File: config.mk
export PLATFORM = sky130hd
export DESIGN_NAME = sia_rxq
export DESIGN_NICKNAME = d
export VERILOG_FILES = /design/src/rtl/sia_rxq.sv
export SDC_FILE = /design/constraint.sdc
export NUM_CORES = 1
export LEC_CHECK = 0
export ABC_AREA = 1
export CORE_MARGIN = 3
export CORE_UTILIZATION = 35
export CTS_CLUSTER_SIZE = 10
export DETAILED_ROUTE_END_ITERATION = 8
export DONT_BUFFER_PORTS = 1
export RECOVER_POWER = 100
export SYNTH_ARGS = -nofsm -noshare
export SYNTH_HDL_FRONTEND = slang
export SYNTH_SLANG_ARGS = --single-unit
File: constraint.sdc
create_clock -name clk_i -period 3 [get_ports clk_i]
set_clock_uncertainty 0.05 [all_clocks]
set_input_delay 0.3 -clock clk_i [delete_from_list [all_inputs] [get_ports clk_i]]
set_output_delay 0.3 -clock clk_i [all_outputs]
set_load 0.05 [all_outputs]
File: src/rtl/sia_rxq.sv
// sia_rxq: 16-bit receive queue between the SIA deserializer and the sia_wb slave.
// Optional macro SIA_RXQ_OVERRUN_EN adds the sticky overrun flag and its clear input.
`default_nettype none

module sia_rxq #(
  parameter int DEPTH_LOG2 = 4,
  parameter int HIWAT      = 8
) (
  input  logic                  clk_i,
  input  logic                  reset_ni,
  input  logic                  rxd_we_i,
  input  logic [15:0]           rxd_dat_i,
  input  logic                  rxq_pop_i,
  input  logic                  rxq_oe_i,
  input  logic                  rxq_clr_ovr_i,
  output logic [15:0]           rxq_dat_o,
  output logic                  rxq_full_o,
  output logic                  rxq_not_empty_o,
  output logic                  rxq_hiwat_o,
  output logic [DEPTH_LOG2:0]   rxq_count_o,
  output logic                  rxq_overrun_o
);

  localparam int DEPTH = 1 << DEPTH_LOG2;
  localparam logic [DEPTH_LOG2:0] DEPTH_CNT = (DEPTH_LOG2 + 1)'(DEPTH);
  localparam logic [DEPTH_LOG2:0] HIWAT_CNT = (DEPTH_LOG2 + 1)'(HIWAT);

  logic [15:0]           mem [DEPTH];
  logic [DEPTH_LOG2-1:0] wp;
  logic [DEPTH_LOG2-1:0] rp;
  logic [DEPTH_LOG2:0]   count;

  logic full;
  logic not_empty;
  logic pop_ok;
  logic push_ok;
  logic drop;

  assign full      = (count == DEPTH_CNT);
  assign not_empty = (count != '0);
  assign pop_ok    = rxq_pop_i & not_empty;
  // A pop in the same cycle frees the slot, so a push into a full queue still lands.
  assign push_ok   = rxd_we_i & (~full | pop_ok);
  assign drop      = rxd_we_i & ~push_ok;

  always_ff @(posedge clk_i) begin
    if (push_ok) begin
      mem[wp] <= rxd_dat_i;
    end
  end

  always_ff @(posedge clk_i or negedge reset_ni) begin
    if (!reset_ni) begin
      wp    <= '0;
      rp    <= '0;
      count <= '0;
    end else begin
      if (push_ok) begin
        wp <= wp + 1'b1;
      end
      if (pop_ok) begin
        rp <= rp + 1'b1;
      end
      case ({push_ok, pop_ok})
        2'b10:   count <= count + 1'b1;
        2'b01:   count <= count - 1'b1;
        default: count <= count;
      endcase
    end
  end

`ifdef SIA_RXQ_OVERRUN_EN
  logic overrun;

  always_ff @(posedge clk_i or negedge reset_ni) begin
    if (!reset_ni) begin
      overrun <= 1'b0;
    end else if (drop) begin
      overrun <= 1'b1;
    end else if (rxq_clr_ovr_i) begin
      overrun <= 1'b0;
    end
  end

  assign rxq_overrun_o = overrun;
`else
  logic ovr_unused;
  assign ovr_unused    = &{1'b0, rxq_clr_ovr_i, drop};
  assign rxq_overrun_o = 1'b0;
`endif

  assign rxq_dat_o       = (rxq_oe_i && not_empty) ? mem[rp] : 16'h0000;
  assign rxq_full_o      = full;
  assign rxq_not_empty_o = not_empty;
  assign rxq_hiwat_o     = (count >= HIWAT_CNT);
  assign rxq_count_o     = count;

endmodule

`default_nettype wire

# Word-level counts from Yosys, hierarchy flattened
# Memories as Yosys holds them, arrays and structs flattened.
# Index checks and enable logic that the tools add are counted.
# W data, S select, Z words.
[totals]
ff_bits = 13
mem_bits_rw = 256
input_bits = 22
out_inout_bits = 25
wordCells = 23
memories = 1
[memory_table]
columns = ["memory", "words", "width", "rd", "rd_clocked_by_memory_dff", "write_ports", "line", "rtl"]
rows = [
  ["mem", 16, 16, 1, 0, 1, "28", "logic [15:0] mem [DEPTH];"],
]
[op_classes]
addsub = 4
order_cmp = 1
n_eq_ne = 3
muxes = 4
n_bitwise = 4
n_reduce_logical = 3
[op_table]
columns = ["cell", "count"]
rows = [
  ["$mux W16", 1],
  ["$pmux W5 S2", 1],
  ["$add A4 B1 Y4 const B", 2],
  ["$add A5 B1 Y5 const B", 1],
  ["$eq A5 B5 Y1 const B", 1],
  ["$ge A5 B4 Y1 const B", 1],
  ["$reduce_bool A5 Y1", 1],
  ["$sub A5 B1 Y5 const B", 1],
  ["$and A1 B1 Y1", 2],
  ["$eq A2 B1 Y1 const B", 1],
  ["$eq A2 B2 Y1 const B", 1],
  ["$mux W1", 2],
  ["$reduce_bool A2 Y1", 1],
  ["$logic_and A1 B1 Y1", 1],
  ["$not A1 Y1", 1],
  ["$or A1 B1 Y1", 1],
]

# Longest topological paths before layout
[depth]
depth_word = 6
depth_mapped = 15
depth_no_buf = 15

# Worst setup path before layout
# OpenSTA, ideal clock, no wires.
[synth_timing]
kind = "flip-flop to flip-flop"
from = "register count[1], in the netlist rxq_count_o[1]"
to = "register count[4], in the netlist rxq_count_o[4]"
setup_ps = 128
arrival_ps = 2878
required_ps = 2822
slack_ps = -55
path_stages_with_launch = 16
n_path_buf = 0
synth_period_minus_slack_ps = 3055
path_cell_list = "dfrtp_1 -> nor2_1 -> nand3_1 -> nor2_1 -> nand2_1 -> nand2_2 -> ha_1 -> xor2_1 -> ha_1 -> inv_1 -> nand2_1 -> nand3_1 -> nand2_1 -> nand2_1 -> nand3_1 -> o21ai_0"
[synth_between]
elab_chain_cells = 6
word_cells_on_any_way = 12
cone_classes = "add/sub (2); eq/ne (3); mux (1); bitwise (4); reduce/logical (2)"
[synth_lines]
columns = ["item", "line", "rtl"]
rows = [
  ["start: declaration", "31", "logic [DEPTH_LOG2:0] count;"],
  ["start signal: assignment", "65", "2'b10: count <= count + 1'b1;"],
  ["start signal: assignment", "66", "2'b01: count <= count - 1'b1;"],
  ["start signal: assignment", "67", "default: count <= count;"],
  ["$eq A5 B5 Y1 *", "39", "assign full = (count == DEPTH_CNT);"],
  ["via rxq_full_o", "17", "output logic rxq_full_o,"],
  ["$not A1 Y1 *", "43", "assign push_ok = rxd_we_i & (~full | pop_ok);"],
  ["$or A1 B1 Y1 *", "43", ""],
  ["$and A1 B1 Y1 *", "43", ""],
  ["$eq A2 B1 Y1 or $eq A2 B2 Y1 (tied branches)", "64", "case ({push_ok, pop_ok})"],
  ["$pmux W5 S2 or $reduce_bool A2 Y1 (tied branches)", "n/a", ""],
]
# Mark *: on every way through the listed nets, which the timed path passes. The rest lies on a longest branch.
# A chain may end at the register's enable or synchronous reset.

# Worst setup path after layout
[layout_timing]
from = "register rp[0]"
to = "output port rxq_dat_o[11]"
[layout_between]
elab_chain_cells = 2
[layout_lines]
columns = ["item", "line", "rtl"]
rows = [
  ["start: declaration", "30", "logic [DEPTH_LOG2-1:0] rp;"],
  ["start signal: assignment", "62", "rp <= rp + 1'b1;"],
  ["$mem_v2 Z16 W16", "n/a", ""],
  ["$mux W16", "92", "assign rxq_dat_o = (rxq_oe_i && not_empty) ? mem[rp] : 16'h0000;"],
  ["end: declaration", "16", "output logic [15:0] rxq_dat_o,"],
]
# Every way passes these cells.

==> run_results.csv <==
group,metric,value,unit
power_and_ir_drop,clkPwrFrac,0.250,
place,place_congestion,0.796,
synthesis,synth-simple-area-share,0.205,
synthesis,synth_area_leaders,"edfxtp_1 64%, nand2_1 12%, nand3_1 7.8%",
place,io_buffers,0,
global_route,antenna_found_initial,3,
cts,cts_tree,"built",
setup_path,cp_max_fo,24,
global_route,grt_pass1_vias,7912,
synthesis,synth_top_family_by_area,"simple AND/OR/NAND/NOR gates",
setup_path,cp.buffers_inverters,3,
sta,fin_crit_sh,0.942,
route,wire_per_inst,16.0,um
sta,hold_viol,0,
setup_path,worstReg2RegStart,"rxq_count_o[2]",
synthesis,syn_nets,1237,
synthesis,synth_fa_ha_area_frac,0.00940,
synthesis,synth-seq-area-share,0.669,
die,die_x,191,um
synthesis,yosysWarningCount,0,
route,drt_iter0_drc,599,
route,antenna_left,0,
sta,max_freq,354,MHz
synthesis,ys_ff_latch,269,
power_and_ir_drop,pwr-share-seq,0.368,
die,io_pins,47,
setup_path,critPathTopFamily,"buffers and inverters",
sta,rsz0062_at_grt,"false",
sta,period_needed,2.83,ns
synthesis,async_flop_share,0.0483,
synthesis,synthDistinctLibCells,22,
sta,tightest_slew,0.986,ns
sta,slew_headroom,0.340,
route,via_per_inst,4.63,
cells_and_area,area_delta_synth_final,15.2,%
setup_path,slowest_stage,"dfrtp_4",
cts,post_cts_buffers,0,
global_route,track_usage,0.154,
global_route,gr-total-overflow,0,
place,dp_slack,0.632,ns
route,totalWireLength,27.8,mm
cells_and_area,multi_input_area,2790,um^2
cells_and_area,drive_gt1_frac,0.0624,
setup_path,end_kind,"output pin",
sta,slew_violations,0,
synthesis,syn_area_per_cell,9.93,um^2
setup_path,worstPathRequired,2.65,ns
power_and_ir_drop,switching_share,0.390,
cts,htree_levels,1,
synthesis,synth-compound-area-share,0.0111,
route,vias,8023,
synthesis,syn_area,12000,um^2
cts,cts_made_buffers,31,
die,start_util,0.356,
cells_and_area,fin_nets,1301,
power_and_ir_drop,ir_drop,0.510,mV
setup_path,crit_type,"flop to output pin",
setup_path,r2r_cells,9,
setup_path,slowest_delay,0.59,ns
cts,cts_root_buf,"clkbuf_16",
setup_path,worstPathArrival,2.48,ns
power_and_ir_drop,leakage,5.99,nW
synthesis,synth_top_area_frac,0.642,
synthesis,synth_common_cells,"370 x nand2_1, 256 x edfxtp_1, 244 x inv_1",
die,die_area,36500,um^2
die,die_h,191,um
sta,setup_violations,0,
cells_and_area,regArea,8020,um^2
min_path,hold_path_class,"primary input to flop",
cts,clkTransAtPathRegs,0.05,ns
synthesis,synth_enable_flop_cells,256,
global_route,grt_pass1_wl,43.7,mm
synthesis,synthXorXnorAreaFrac,0.00658,
flow_run,maxCapViolations,0,
min_path,hold-path-cell-count,4,
synthesis,synth_top_cell_by_area,"edfxtp_1",
die,row_count,67,
cts,clock_path_buffers,3,
route,drc,0,
min_path,hold-path-endpoint,"wp[0]",
global_route,grt_start_max_net_pins,47,
synthesis,synth_flop_cell,"edfxtp_1",
min_path,min_from,"rxq_pop_i",
synthesis,syn_inst,1206,
setup_path,worstReg2RegEnd,"mem[11][0]",
sta,setup_tns,0,ns
synthesis,yosysMostFrequentCell,"nand2_1",
power_and_ir_drop,comb_power_share,0.382,
synthesis,synthMuxAreaShare,0,
setup_path,r2r_slack,0.28,ns
cts,cts.sinks,269,
outcome,outcome,"finished, final reports clean",
die,core_area,33600,um^2
power_and_ir_drop,p_switching,4.99,mW
setup_path,critical_path.cell_chain,"inv_6, buf_4, nand2_1, nand3_1, nand3_1, a21oi_1, nor2_1, buf_4",
setup_path,start_kind,"flop",
power_and_ir_drop,p_int,7.81,mW
sta,setup_ws,0.173,ns
route,drt-pass1-iter-count,5,
power_and_ir_drop,finalPower,12.8,mW
cells_and_area,num-fill-cells,3152,
power_and_ir_drop,power_density,927,nW/um^2
place,place_hpwl,17.1,mm
cts,clk_latency,0.54,ns
-- layer usage --
metal | GRT usage | wire (um)
met4 | 0.0480 | 727
met5 | 0 | 0
met2 | 0.263 | 13400
met1 | 0.203 | 12300
met3 | 0.0255 | 1290
-- power groups by stage --
stage	Sequential, mW	Clock, mW	Combinational, mW
CTS	4.70	3.27	5.09
floorplan	4.84	0	3.34
global route	4.74	3.42	5.45
finish	4.71	3.20	4.89
global placement	4.77	0	4.93
detailed placement	4.78	0	4.99
-- worst max path at each step --
stage / start / to / slack [ns] / depth (start not counted)
3_3_place_gp: rxq_count_o[4] / rxq_dat_o[9] / 0.66 / 8
6_report: rp[0] / rxq_dat_o[11] / 0.17 / 8
4_1_cts: rxq_count_o[2] / rxq_dat_o[9] / 0.04 / 8
5_1_grt: rp[0] / rxq_dat_o[15] / 0.02 / 10
3_5_place_dp: rxq_count_o[2] / rxq_dat_o[9] / 0.63 / 8
2_1_floorplan: rxq_count_o[1] / rxq_count_o[4] / 0.05 / 13
-- per-stage QoR --
step	instances	instance area (um^2)	hold slack, ns	utilization
after floorplan	1206	12000	-0.0456	-
after global placement	1666	13000	-0.0452	0.386
after detailed placement	1666	13000	-0.0452	0.386
after CTS	1730	14000	0.0381	0.416
after global routing	1733	13800	0.176	0.411
final	1733	13800	0.136	0.411
-- placed cells by master (no fill, tap or decap), drive strengths merged, types with 9 or more instances in the layout --
cell,n
nand2,371
edfxtp,256
inv,245
nand3,186
clkbuf,77
nor2,34
buf,33
dlygate4sd3,19
a21oi,17
dfrtp,13
ha,9
-- registers in the layout, summed over array words and instances (netlist names) --
signal and flops:
rp 4, mem 256, rxq_count_o 5, wp 4
-- cells by family (layout without fill, tap and decap cells) --
logic type / count (synthesis) / in the layout
AND/OR/NAND/NOR: 592 / 592
buffers and inverters: 300 / 376
flip-flops: 269 / 269
AO/OA/AOI/OAI: 26 / 26
adder cells (fa/ha/maj): 9 / 9
XOR/XNOR: 9 / 9
other: 1 / 4
-- worst register-to-register path, delay by kind of cell, from the launching register on --
family / cells / cell delay (ns)
buffers and inverters: 3 / 0.83
DFF: 1 / 0.35
and+or+nand+nor: 6 / 1.12
-- area by class of cell --
| class | instances | area share |
|---|---|---|
| Antenna cell | 3 | 0.000544 |
| Clock buffer | 44 | 0.0597 |
| Clock inverter | 1 | 0.000635 |
| Inverter | 246 | 0.0675 |
| Multi-Input combinational cell | 637 | 0.202 |
| Sequential cell | 269 | 0.581 |
| Tap cell | 448 | 0.0406 |
| Timing Repair Buffer | 85 | 0.0483 |
-- timing repair --
action,CTS,global route
setup endpoints to repair,0,11
hold buffers,19,0
hold endpoints to repair,271,0
resized for setup,0,2
Power figures use the tool's default switching activity.
